[src/rtl/stack_ptr_bank_if.sv]
// Command and RAM-request bundle between the control unit and the stack-pointer bank.
// The master drives commands and read acks; the slave answers with ready and RAM strobes.
interface stack_ptr_bank_if #(
    parameter int SEL_W  = 2,
    parameter int ADDR_W = 16
);
    logic              cmd_valid;
    logic              cmd_ready;
    logic [1:0]        cmd_op;
    logic [SEL_W-1:0]  cmd_sel;
    logic              rd_ack;
    logic              mem_req;
    logic              mem_we;
    logic [ADDR_W-1:0] mem_addr;

    modport master (
        output cmd_valid, cmd_op, cmd_sel, rd_ack,
        input  cmd_ready, mem_req, mem_we, mem_addr
    );

    modport slave (
        input  cmd_valid, cmd_op, cmd_sel, rd_ack,
        output cmd_ready, mem_req, mem_we, mem_addr
    );
endinterface

[src/rtl/stack_ptr_bank.sv]
// NSTACK hardware stack pointers in RAM pages; RAM request one cycle after accept.
// Pushes stream every cycle; pop/peek hold cmd_ready low until rd_ack.
module stack_ptr_bank #(
    parameter int               NSTACK    = 4,
    parameter int               SEL_W     = 2,
    parameter int               PTR_W     = 8,
    parameter int               PAGE_W    = 8,
    parameter logic [PAGE_W-1:0] BASE_PAGE = 8'h2B
) (
    input  logic                clk,
    input  logic                rst,
    stack_ptr_bank_if.slave     bus,
    input  logic                flush,
    input  logic                err_clr,
    output logic [NSTACK-1:0]   stk_empty,
    output logic [NSTACK-1:0]   stk_full,
    output logic                err_ovf,
    output logic                err_unf
);
    typedef enum logic {IDLE, RD_WAIT} state_t;

    localparam logic [1:0]       OP_PUSH = 2'b00;
    localparam logic [1:0]       OP_POP  = 2'b01;
    localparam logic [1:0]       OP_PEEK = 2'b10;
    localparam logic [1:0]       OP_CLR  = 2'b11;
    localparam logic [PTR_W-1:0] PTR_MAX = '1;

    state_t           state, state_nxt;
    logic [PTR_W-1:0] ptr [NSTACK];
    logic [SEL_W-1:0] lat_sel;
    logic             lat_pop;

    logic [PTR_W-1:0]  sel_ptr;
    logic [PAGE_W-1:0] sel_page;
    logic              push_ok, rd_ok, clr_ok, ack_pop, ovf_set, unf_set;

    assign sel_ptr       = ptr[bus.cmd_sel];
    assign sel_page      = BASE_PAGE - PAGE_W'(bus.cmd_sel);
    assign bus.cmd_ready = (state == IDLE);

    always_comb begin
        state_nxt = state;
        push_ok   = 1'b0;
        rd_ok     = 1'b0;
        clr_ok    = 1'b0;
        ack_pop   = 1'b0;
        ovf_set   = 1'b0;
        unf_set   = 1'b0;
        if (flush) begin
            state_nxt = IDLE;
        end else begin
            case (state)
                IDLE: begin
                    if (bus.cmd_valid) begin
                        case (bus.cmd_op)
                            OP_PUSH: begin
                                if (sel_ptr == PTR_MAX) ovf_set = 1'b1;
                                else                    push_ok = 1'b1;
                            end
                            OP_POP, OP_PEEK: begin
                                if (sel_ptr == '0) begin
                                    unf_set = 1'b1;
                                end else begin
                                    rd_ok     = 1'b1;
                                    state_nxt = RD_WAIT;
                                end
                            end
                            OP_CLR:  clr_ok = 1'b1;
                            default: ;
                        endcase
                    end
                end
                RD_WAIT: begin
                    if (bus.rd_ack) begin
                        ack_pop   = lat_pop;
                        state_nxt = IDLE;
                    end
                end
                default: state_nxt = IDLE;
            endcase
        end
    end

    always_ff @(posedge clk or posedge rst) begin
        if (rst) state <= IDLE;
        else     state <= state_nxt;
    end

    // Only one of push/clear/ack can target a stack in any cycle, so the chain never conflicts.
    always_ff @(posedge clk or posedge rst) begin
        if (rst) begin
            for (int k = 0; k < NSTACK; k++) ptr[k] <= '0;
        end else begin
            for (int k = 0; k < NSTACK; k++) begin
                if (flush)
                    ptr[k] <= '0;
                else if (push_ok && bus.cmd_sel == SEL_W'(k))
                    ptr[k] <= ptr[k] + PTR_W'(1);
                else if (clr_ok && bus.cmd_sel == SEL_W'(k))
                    ptr[k] <= '0;
                else if (ack_pop && lat_sel == SEL_W'(k))
                    ptr[k] <= ptr[k] - PTR_W'(1);
            end
        end
    end

    always_ff @(posedge clk or posedge rst) begin
        if (rst) begin
            bus.mem_req  <= 1'b0;
            bus.mem_we   <= 1'b0;
            bus.mem_addr <= '0;
            lat_sel      <= '0;
            lat_pop      <= 1'b0;
        end else begin
            bus.mem_req <= push_ok | rd_ok;
            bus.mem_we  <= push_ok;
            if (push_ok) bus.mem_addr <= {sel_page, sel_ptr + PTR_W'(1)};
            else if (rd_ok) bus.mem_addr <= {sel_page, sel_ptr};
            if (rd_ok) begin
                lat_sel <= bus.cmd_sel;
                lat_pop <= (bus.cmd_op == OP_POP);
            end
        end
    end

    // Clearing wins over a same-cycle error; flush leaves the flags alone.
    always_ff @(posedge clk or posedge rst) begin
        if (rst) begin
            err_ovf <= 1'b0;
            err_unf <= 1'b0;
        end else if (err_clr) begin
            err_ovf <= 1'b0;
            err_unf <= 1'b0;
        end else begin
            err_ovf <= err_ovf | ovf_set;
            err_unf <= err_unf | unf_set;
        end
    end

    always_comb begin
        for (int k = 0; k < NSTACK; k++) begin
            stk_empty[k] = (ptr[k] == '0);
            stk_full[k]  = (ptr[k] == PTR_MAX);
        end
    end
endmodule
[src/flat_wrapper.sv]
// flat-port wrapper written by rule: the top's interface ports become plain ports
module stack_ptr_bank_flat 
#(
    parameter int               NSTACK    = 4,
    parameter int               SEL_W     = 2,
    parameter int               PTR_W     = 8,
    parameter int               PAGE_W    = 8,
    parameter logic [PAGE_W-1:0] BASE_PAGE = 8'h2B
)
  (clk, rst, flush, err_clr, stk_empty, stk_full, err_ovf, err_unf, bus_cmd_valid, bus_cmd_op, bus_cmd_sel, bus_rd_ack, bus_cmd_ready, bus_mem_req, bus_mem_we, bus_mem_addr);
  stack_ptr_bank_if #(.SEL_W(SEL_W)) bus_i ();
  input  logic clk;
  input  logic rst;
  input  logic flush;
  input  logic err_clr;
  output logic [NSTACK-1:0] stk_empty;
  output logic [NSTACK-1:0] stk_full;
  output logic err_ovf;
  output logic err_unf;
  input wire logic [$bits(bus_i.cmd_valid)-1:0] bus_cmd_valid;
  input wire logic [$bits(bus_i.cmd_op)-1:0] bus_cmd_op;
  input wire logic [$bits(bus_i.cmd_sel)-1:0] bus_cmd_sel;
  input wire logic [$bits(bus_i.rd_ack)-1:0] bus_rd_ack;
  output wire logic [$bits(bus_i.cmd_ready)-1:0] bus_cmd_ready;
  output wire logic [$bits(bus_i.mem_req)-1:0] bus_mem_req;
  output wire logic [$bits(bus_i.mem_we)-1:0] bus_mem_we;
  output wire logic [$bits(bus_i.mem_addr)-1:0] bus_mem_addr;
  assign bus_i.cmd_valid = bus_cmd_valid;
  assign bus_i.cmd_op = bus_cmd_op;
  assign bus_i.cmd_sel = bus_cmd_sel;
  assign bus_i.rd_ack = bus_rd_ack;
  assign bus_cmd_ready = bus_i.cmd_ready;
  assign bus_mem_req = bus_i.mem_req;
  assign bus_mem_we = bus_i.mem_we;
  assign bus_mem_addr = bus_i.mem_addr;
  stack_ptr_bank #(.NSTACK(NSTACK), .SEL_W(SEL_W), .PTR_W(PTR_W), .PAGE_W(PAGE_W), .BASE_PAGE(BASE_PAGE)) u_core (.clk(clk), .rst(rst), .bus(bus_i), .flush(flush), .err_clr(err_clr), .stk_empty(stk_empty), .stk_full(stk_full), .err_ovf(err_ovf), .err_unf(err_unf));
endmodule
[config.mk]
export PLATFORM = sky130hd
export DESIGN_NAME = stack_ptr_bank_flat
export DESIGN_NICKNAME = d
export VERILOG_FILES = /design/src/rtl/stack_ptr_bank_if.sv /design/src/rtl/stack_ptr_bank.sv /design/src/flat_wrapper.sv
export SDC_FILE = /design/constraint.sdc
export NUM_CORES = 1
export LEC_CHECK = 0
export ABC_AREA = 1
export BUFFER_PORTS_ARGS = -buffer_cell sky130_fd_sc_hd__buf_4
export CORE_ASPECT_RATIO = 1.2
export CORE_MARGIN = 10
export CORE_UTILIZATION = 55
export CTS_CLUSTER_SIZE = 12
export DETAILED_ROUTE_END_ITERATION = 8
export GPL_TIMING_DRIVEN = 0
export PLACE_DENSITY = 0.77
export SYNTH_ARGS = -nofsm -noshare
export SYNTH_HDL_FRONTEND = slang
export SYNTH_SLANG_ARGS = --single-unit
[constraint.sdc]
create_clock -name clk -period 2 [get_ports clk]
set_clock_uncertainty 0.15 [all_clocks]
set_input_delay 0.2 -clock clk [delete_from_list [all_inputs] [get_ports clk]]
set_output_delay 0.2 -clock clk [all_outputs]
set_load 0.02 [all_outputs]
==> results of run 1 <==
-- cell type report --
type / instances / area share
Inverter: 91 / 0.0591
Clock inverter: 2 / 0.00217
Sequential cell: 51 / 0.203
Timing Repair Buffer: 100 / 0.142
Clock buffer: 5 / 0.0109
Timing Repair inverter: 1 / 0.00119
Multi-Input combinational cell: 570 / 0.506
Tap cell: 114 / 0.0225
Buffer: 32 / 0.0526
-- sequential cells by signal (all words and copies together), names as in the netlist --
register / count
u_core.ptr: 32
u_core.bus.mem_addr: 11
u_core.lat_sel: 2
u_core.bus.mem_req: 1
u_core.bus.mem_we: 1
u_core.err_ovf: 1
u_core.err_unf: 1
u_core.lat_pop: 1
u_core.state: 1
-- synthesized netlist by cell type --
cell type	number	area share
nand3_2	4	0.0086
xor2_1	30	0.057
ha_1	17	0.046
and3_1	1	0.0013
inv_2	7	0.0057
buf_4	7	0.011
nand2_1	318	0.26
nand2_4	4	0.0097
nand3_1	55	0.059
clkinv_1	3	0.0024
buf_8	1	0.0032
xnor2_1	1	0.0019
a21oi_4	1	0.0035
o31ai_1	2	0.0032
nand4_1	37	0.050
nor3_1	24	0.026
inv_1	80	0.065
buf_6	7	0.017
clkbuf_2	1	0.0011
o21ai_0	11	0.012
nand2_2	6	0.0081
o21ai_1	1	0.0011
nor4_1	1	0.0013
buf_2	14	0.015
nor2_4	1	0.0024
a21oi_1	6	0.0065
a21oi_2	3	0.0057
clkbuf_1	1	0.00081
dfrtp_1	51	0.27
conb_1	1	0.00081
nor2_2	3	0.0040
nor2_1	32	0.026
buf_1	2	0.0016
inv_4	1	0.0013
or2_2	8	0.011
-- logic make-up (layout without fill, tap and decap cells) --
logic type	Yosys count	in the layout	share of synthesized area
compound gates	24	24	0.0318
buf+inv	124	231	0.124
other cells	1	4	0.000807
fa+ha+maj	17	17	0.0458
xor+xnor	31	31	0.0585
flops	51	51	0.275
simple gates	494	494	0.464
-- worst max-delay path: stages, from the launching register on --
cell     delay (ns)
dfrtp_1        0.44
nand2_2        0.13
nand2_4        0.07
nor2_4         0.12
inv_2          0.08
ha_4           0.17
nand2_4        0.06
nor2_4         0.04
nand2_4        0.14
buf_12         0.17
buf_8          0.14
nand4_1        0.11
nand2_1        0.12
inv_1          0.05
nand2_1        0.05
nand2_1        0.05
-- routing by layer --
metal / global-route usage / vias up
met5: 0 / -
met4: 0.127 / 0
met3: 0.0372 / 122
met2: 0.418 / 412
met1: 0.247 / 2601
li1: - / 2540
-- repair_timing --
| action | 4_1_cts | 5_1_grt |
|---|---|---|
| setup endpoints to repair | 47 | 56 |
| hold endpoints to repair | 24 | 0 |
| pin swaps | 35 | 40 |
| gates cloned | 5 | 0 |
| resized for setup | 82 | 70 |
| hold buffers | 3 | 0 |
| buffers inserted | 40 | 18 |
-- power groups by stage --
stage / clock (mW) / combinational, mW / sequential, mW
detailed placement: 0 / 2.65 / 1.55
global placement: 0 / 2.56 / 1.54
global route: 0.665 / 3.79 / 1.60
CTS: 0.621 / 2.99 / 1.53
finish: 0.630 / 3.49 / 1.57
floorplan: 0 / 1.91 / 1.61
-- final timing paths --
check / to / slack (ns) / cells after the start
worst max-delay path: u_core.ptr[10] / -0.20 / 15
worst min-delay path: u_core.lat_pop / 0.12 / 4
worst max register to register: u_core.ptr[10] / -0.20 / 15
worst min register to register: u_core.bus.mem_addr[1] / 0.35 / 2
max in group asynchronous: u_core.ptr[0] / 0.79 / 4
min in group asynchronous: u_core.ptr[26] / 0.34 / 3
-- stage by stage --
| step | cells | setup slack [ns] |
|---|---|---|
| 4_1_cts | 948 | -0.0793 |
| 3_3_place_gp | 893 | -0.558 |
| 5_1_grt | 966 | -0.298 |
| 6_report | 966 | -0.202 |
| 2_1_floorplan | 745 | -0.0311 |
| 3_5_place_dp | 894 | -0.607 |
==> impl_results.md, run 1 <==
- FP Rows: 36
- Number of antenna-violating nets in the routed design: 0
- DIE AREA: 12500 um^2
- Count of final hold-check violations: 0
- Fraction of the yosys area taken by sequential cells: 0.275
- Die width: slightly above 100 um
- Number of antenna violations at the first check in global routing: 0
- Mapped Area: 4640 um^2
- Post-Synthesis Cells: 742
- CTS tree: done
- Worst Setup Slack, final: -0.202 ns
- Yosys Warn Count: 0
- Critical R2R Launch: u_core.ptr[16]
- Pleak: approximately 3.4 nW
- Critical hold path startpoint: bus_cmd_op[0]
- Run status: finished with violations
- Time the worst path needs with I/O delays and setup: 2.20 ns
- Fraction of final layout cells with drive strength greater than 1: 0.306
- Worst hold-check path type: primary input to register
- F_max: 454 MHz
- Port bufs: 34
- Relative slew slack: 0.536
- H-tree level count: 2
- DIE HEIGHT: 121 um
- Count of vias placed by the detailed router: 5675
- Crit Path Class: register to register
- Drc violations: 0
- Final net count: 879
- Tot Pwr: between 5 and 6 mW
- Internal power: 2.95 mW
- Number of global-route vias before repair: roughly 5200
- WL per Instance: between 15 and 20 um
- Initial cell density of the core: 0.567
- Skew-Pair Late Insertion Delay: 0.32 ns
- Sort of element at the end of the critical path: register
- Root buf cell: clkbuf_8
- I/O pins: 39
- Total grt overflow: 0
- Core Area: between 8000 and 9000 um^2
- Antenna fix cells: 0
- Switching pwr: 2.74 mW
- Max-slew violations: 0
- Area growth syn-to-layout: 36.3%
- Synthesized area per cell: 6.26 um^2
- Register area: about 1300 um^2
- Number of fill cells: approximately 570
- Metal3 WL: between 1.5 and 2 mm
- Worst setup path start: u_core.ptr[16]
- Final setup vio count: 51
- Violated checks: setup timing
- Clock buffers created by TritonCTS: 5
- Sequential power share: 0.276
- Maximum number of pins on one net before global-route repair: 31
- Sum of met2 wire segment lengths after detailed routing: between 8 and 9 mm
- Detailed-route wire length on metal 1: slightly below 6 mm
- Number of optimization iterations in the first detailed-route pass: 7
- Part of the cycle the worst path needs: 1.10
- Combinational power share: 0.613
- Top Metal Used: met4
- Area of combinational cells with multiple inputs: approximately 3200 um^2
- Number of clock sinks: 51
- Commonest non-fill, non-tap cell in the layout: nand2_1
- Last weighted congestion value of the routability-driven placer: around 0.95
- Flip-flop and latch count after synthesis: approximately 50
- Worst voltage drop across the vdd grid: 0.000572 V
- Unique cell type count in the Yosys netlist: 35
- Total Routed Length: around 17 mm
- Area of all placed cells without fillers: between 6000 and 7000 um^2
- Worst-path maximum fanout: 7
- Post-route worst hold slack: between 0.1 and 0.15 ns
- Most frequent cells in the layout: nand2_1, buf_4, inv_1
- Worst Setup Start Kind: register
- Post-placement cell area: 5150 um^2
- Initial DRC count: 718
- Switch share: 0.482
- HPWL after detailed placement: 9.56 mm
- Share of power burned in the clock network: 0.111
- Unrepaired setup endpoints after global routing: yes
- Critical path data arrival time: roughly 2.3 ns
- GRT Util Overall: 0.229
- Count of max-cap constraint violations: 0
- Post-detailed-route via-to-cell ratio: 5.87
- First-pass GRT wire length: 24.2 mm
- Maximum clock insertion buffer count: 2
- Slew at the pin with the worst max-slew slack: ~0.69 ns
- Required time at the endpoint of the critical path: 2.06 ns
- Final Core Density: 0.772
- Clock-pin slew on the worst setup and hold paths: between 0.1 and 0.15 ns
- Total power density per cell area: 899 nW/um^2
- Total negative slack for setup checks: -6.34 ns
Note: power is estimated with default switching activity, not from simulation.
==> run 2: changes to the inputs <==
CELL_PAD_IN_SITES_DETAIL_PLACEMENT = 1   (was not set)
CELL_PAD_IN_SITES_GLOBAL_PLACEMENT = 1   (was not set)
CORE_UTILIZATION = 39   (was 55)
PLACE_DENSITY = not set   (was 0.77)
PLACE_DENSITY_LB_ADDON = 0.1   (was not set)
==> impl_results.md, run 2 (synthesized netlist as in run 1, its figures left out) <==
- Number of fill cells: around 1500
- Pleak: 3.54 nW
- Number of antenna-violating nets in the routed design: 0
- Total power density per cell area: 960 nW/um^2
- Worst hold-check path type: primary input to register
- Switch share: 0.471
- I/O pins: 39
- Highest cell delay on the worst timing path: 0.41 ns
- H-tree level count: 2
- Sequential power share: 0.248
- Worst-path maximum fanout: 6
- Filler-free cell count of the finished design: 1021
- Critical path data arrival time: ~2.3 ns
- Count of final hold-check violations: 0
- Commonest non-fill, non-tap cell in the layout: nand2_1
- CP Cell Sequence: nand2_1, nand2_1, nand2_2, nand2_4, ha_4, nand2_4, nor2_4, nand2_8, buf_12, buf_12, nand4_1, nand2_1, nand2_1, nand2_1
- DIE AREA: ~17000 um^2
- Post-placement cell area: 5200 um^2
- Post-detailed-route via-to-cell ratio: between 5 and 6
- Internal power: approximately 3.5 mW
- Share of power burned in the clock network: 0.167
- Root buf cell: clkbuf_16
- Antenna fix cells: 0
- Maximum clock insertion buffer count: 2
- Clock buffers created by TritonCTS: 5
- Most common cell type on the critical path: nand2_1
- Port bufs: 34
- Total grt overflow: 0
- Part of the cycle the worst path needs: 1.15
- Required time at the endpoint of the critical path: between 2 and 2.5 ns
- Crit Path Class: register to register
- Min-Delay Path Depth: 3
- Switching pwr: approximately 3.1 mW
- Drc violations: 0
- Worst Setup Start Kind: register
- Cell count of the worst reg-to-reg path: 14
- Unrepaired setup endpoints after global routing: yes
- Total Routed Length: 21.9 mm
- Sort of element at the end of the critical path: register
- WL per Instance: between 20 and 25 um
- Area growth syn-to-layout: 46.4%
- Most frequent cells in the layout: nand2_1, buf_4, inv_1
- Number of global-route vias before repair: 5449
- Die width: between 100 and 150 um
- Count of vias placed by the detailed router: ~5700
- FP Rows: between 40 and 50
- Area of all placed cells without fillers: around 7000 um^2
- Maximum number of pins on one net before global-route repair: 34
- Number of cells after detailed placement: 937
- Fraction of final layout cells with drive strength greater than 1: 0.361
- DIE HEIGHT: around 140 um
- Final setup vio count: 50
- Last weighted congestion value of the routability-driven placer: about 0.9
- Time the worst path needs with I/O delays and setup: approximately 2.3 ns
- Number of antenna violations at the first check in global routing: 0
- Combinational power share: 0.585
- Max-slew violations: 0
- Core Area: between 10000 and 15000 um^2
- Biggest registers after layout: u_core.ptr (32), u_core.bus.mem_addr (11), u_core.lat_sel (2)
- Number of optimization iterations in the first detailed-route pass: 5
- Clock-pin slew on the worst setup and hold paths: ~0.080 ns
- Worst voltage drop across the vdd grid: ~0.00043 V
- GRT Util Overall: 0.205
- Skew-Pair Late Insertion Delay: 0.31 ns
- Violated checks: setup timing
- Most flops, register: u_core.ptr
- Count of max-cap constraint violations: 0
- Number of flip-flops in the largest register: 32
- HPWL after detailed placement: 11.6 mm
- Run status: finished with violations
- Worst Setup Slack, final: -0.290 ns
- First-pass GRT wire length: 28.4 mm
- Slowest cell on the critical path: dfrtp_1
- Final net count: 890
- Initial cell density of the core: 0.400
- Number of clock sinks: 51
- CTS tree: done
- F_max: between 400 and 500 MHz
- Initial DRC count: roughly 420
-- run 2: cell count changes in the layout (fill, tap and decap cells not counted), moves of 4 or more --
| cell | before | now |
|---|---|---|
| nand3_1 | 46 | 38 |
| clkbuf_16 | 0 | 7 |
| dfrtp_2 | 6 | 12 |
| nand2_4 | 13 | 9 |
| buf_4 | 90 | 96 |
| nand2_2 | 36 | 49 |
| nor2_1 | 25 | 21 |
| buf_6 | 20 | 29 |
| dfrtp_1 | 45 | 39 |
| clkbuf_8 | 6 | 1 |
| nand3_2 | 8 | 14 |
| nand2_1 | 278 | 267 |
-- run 2: worst paths after layout --
path,startpoint,endpoint,slack [ns]
min in group asynchronous,rst,u_core.bus.mem_addr[2],0.31
max reg2reg,u_core.ptr[17],u_core.ptr[21],-0.29
min reg2reg,u_core.bus.mem_addr[8],u_core.bus.mem_addr[8],0.34
min,bus_cmd_sel[1],u_core.bus.mem_addr[9],0.11
max in group asynchronous,rst,u_core.ptr[13],0.79
max,u_core.ptr[17],u_core.ptr[21],-0.29
-- run 2: layout make-up --
cell class | instances | area [um^2] | area share
multi-input combinational | 570 | 3380 | 0.497
sequential | 51 | 1290 | 0.190
timing repair buffer | 113 | 1010 | 0.149
inverter | 91 | 384 | 0.0565
buffer | 31 | 353 | 0.0519
tap | 157 | 196 | 0.0289
clock buffer | 6 | 139 | 0.0204
clock inverter | 2 | 38.8 | 0.00571
-- run 2: through the flow --
stage | setup slack [ns] | total power [mW] | hold slack (ns) | utilization | TNS [ns]
floorplan | -0.0311 | 3.52 | 0.113 | - | -0.0886
global placement | -0.670 | 4.19 | 0.211 | 0.446 | -50.15
detailed placement | -0.745 | 4.30 | 0.109 | 0.448 | -28.66
CTS | -0.0622 | 5.68 | 0.117 | 0.517 | -1.01
global route | -0.354 | 6.92 | 0.120 | 0.585 | -11.79
finish | -0.290 | 6.52 | 0.109 | 0.585 | -9.67
-- run 2: worst max-delay path, delay by kind of cell (launching register included) --
family | cells | cell delay (ns)
and+or+nand+nor | 11 | 1.10
buffers and inverters | 2 | 0.33
adders and majority gates | 1 | 0.17
DFF | 1 | 0.41
-- run 2: power by group through the flow --
stage          registers (mW)  clock network [mW]  logic, mW
2_1_floorplan            1.61                   0       1.91
4_1_cts                  1.56                1.09       3.03
5_1_grt                  1.64                1.13       4.15
6_report                 1.62                1.09       3.82
3_5_place_dp             1.58                   0       2.72
3_3_place_gp             1.56                   0       2.63
-- run 2: what timing repair did --
item,4_1_cts,5_1_grt
endpoints found under the hold margin,21,0
hold buffers,3,0
gates resized for setup,76,142
cloned,1,3
buffers inserted,37,35
setup endpoints to repair,49,54
pin swaps,41,50
-- run 2: layer usage --
layer	track usage	vias up	part of all wire
met4	0.0738	0	0.048
li1	-	2555	-
met2	0.372	238	0.52
met1	0.237	2825	0.38
met5	0	-	0
met3	0.0308	92	0.052
==> run 3: changes to the inputs <==
GPL_TIMING_DRIVEN = not set   (was 0)
RECOVER_POWER = 100   (was not set)
==> impl_results.md, run 3 (synthesized netlist as in run 1, its figures left out) <==
- Area growth syn-to-layout: 39.6%
- DIE HEIGHT: ~140 um
- Most flops, register: u_core.ptr
- Number of clock sinks: 51
- Required time at the endpoint of the critical path: 2.06 ns
- Last weighted congestion value of the routability-driven placer: 0.884
- Combinational power share: 0.598
- GRT Util Overall: 0.202
- Maximum number of pins on one net before global-route repair: 31
- Number of optimization iterations in the first detailed-route pass: 4
- Count of max-cap constraint violations: 0
- Filler-free cell count of the finished design: 1028
- First-pass GRT wire length: approximately 28 mm
- DIE AREA: about 17000 um^2
- Number of antenna violations at the first check in global routing: 0
- Antenna fix cells: 0
- Drc violations: 0
- Skew-Pair Late Insertion Delay: roughly 0.3 ns
- Sequential power share: 0.257
- Worst Setup Start Kind: register
- Run status: finished with violations
- Biggest registers after layout: u_core.ptr (32), u_core.bus.mem_addr (11), u_core.lat_sel (2)
- Worst hold-check path type: primary input to register
- I/O pins: 39
- Pleak: ~3.4 nW
- Share of power burned in the clock network: 0.145
- Post-Place Setup Slack: -0.324 ns
- Worst voltage drop across the vdd grid: ~0.00053 V
- Fraction of final layout cells with drive strength greater than 1: 0.303
- Time the worst path needs with I/O delays and setup: 2.20 ns
- Initial DRC count: 250
- Unrepaired setup endpoints after global routing: yes
- Die width: around 120 um
- Commonest non-fill, non-tap cell in the layout: nand2_1
- F_max: ~450 MHz
- FP Rows: 43
- WL per Instance: 18.0 um
- Final setup vio count: 47
- Count of final hold-check violations: 0
- H-tree level count: 2
- Clock-pin slew on the worst setup and hold paths: around 0.07 ns
- Slew at the pin with the worst max-slew slack: 0.790 ns
- Area of all placed cells without fillers: 6480 um^2
- Internal power: roughly 3.1 mW
- Total Routed Length: between 15 and 20 mm
- Number of antenna-violating nets in the routed design: 0
- Detailed-route wire length on metal 1: a little over 7 mm
- Number of global-route vias before repair: around 5700
- Core Area: roughly 12000 um^2
- Number of cells after detailed placement: around 1000
- Final net count: around 900
- Crit Path Class: register to register
- Post-placement cell area: ~5800 um^2
- Part of the cycle the worst path needs: 1.10
- Sort of element at the end of the critical path: register
- Relative slew slack: 0.473
- HPWL after detailed placement: around 13 mm
- Initial cell density of the core: 0.400
- Sum of met2 wire segment lengths after detailed routing: between 10 and 15 mm
- Total grt overflow: 0
- Maximum clock insertion buffer count: 2
- Critical path data arrival time: between 2 and 2.5 ns
- Switching pwr: ~2.8 mW
- Port bufs: 34
- Total negative slack for setup checks: -5.09 ns
- Most frequent cells in the layout: nand2_1, buf_4, inv_1
- Clock buffers created by TritonCTS: 5
- Tot Pwr: between 5 and 6 mW
- Metal3 WL: between 500 and 600 um
- Top Metal Used: met4
- CTS tree: done
- Worst Setup Slack, final: -0.198 ns
- Max-slew violations: 0
- Number of flip-flops in the largest register: 32
- Violated checks: setup timing
- Switch share: 0.475
- Post-detailed-route via-to-cell ratio: 5.26
- Total power density per cell area: roughly 920 nW/um^2
- Root buf cell: clkbuf_16
- Count of vias placed by the detailed router: 5404
- Worst-path maximum fanout: 6
## run 3: path summary, 6_finish.rpt
check	start	endpoint	slack, ns	cells after the start
max	u_core.ptr[0]	u_core.ptr[8]	-0.20	14
min reg2reg	u_core.bus.mem_addr[6]	u_core.bus.mem_addr[6]	0.35	2
max in group asynchronous	rst	u_core.ptr[8]	0.62	4
min	bus_cmd_sel[1]	u_core.bus.mem_addr[9]	0.05	2
min in group asynchronous	rst	u_core.bus.mem_addr[3]	0.47	4
max reg2reg	u_core.ptr[0]	u_core.ptr[8]	-0.20	14
## run 3: area by class of cell
type                    count  area [um^2]
multi-input cells         570         3250
well taps                 157          196
clock inverters             2         13.8
flip-flops and latches     51         1280
inverters                  91          398
repair buffers            152         1220
clock buffers               5          125
fillers                  1589         5140
## run 3: timing repair
item,in CTS,in global routing
setup buffers,13,9
gates resized for setup,25,113
pin swaps,10,53
hold buffers,3,0
endpoints found under the setup margin,40,56
endpoints found under the hold margin,54,0
## run 3: metrics by stage
step / utilization / hold slack (ns)
floorplan: - / 0.113
global placement: 0.495 / 0.113
detailed placement: 0.495 / 0.121
CTS: 0.527 / 0.0497
global route: 0.558 / 0.0713
finish: 0.558 / 0.0536
## run 3: metal layers
metal  track usage  up-vias
met2         0.375      106
met5             0        -
met4        0.0719        0
met1         0.230     2682
met3        0.0223       42
li1              -     2574
## run 3: power by group through the flow
stage	clock network (mW)	registers (mW)	logic, mW
after floorplan	0	1.61	1.91
after global placement	0	1.53	3.05
after detailed placement	0	1.54	3.19
after CTS	0.887	1.52	3.34
after global routing	0.932	1.57	4.00
final	0.869	1.54	3.58
## run 3: critical path, stage by stage (launching register included)
cell     delay, ns
dfrtp_1       0.42
nand2_1       0.11
nand2_1       0.11
nor2_4        0.12
inv_2         0.06
ha_4          0.17
nand2_4       0.06
nor2_4        0.05
nand2_4       0.13
buf_8         0.17
nand2_8       0.10
buf_8         0.16
nand2_1       0.07
nand3_2       0.08
o21ai_1       0.16
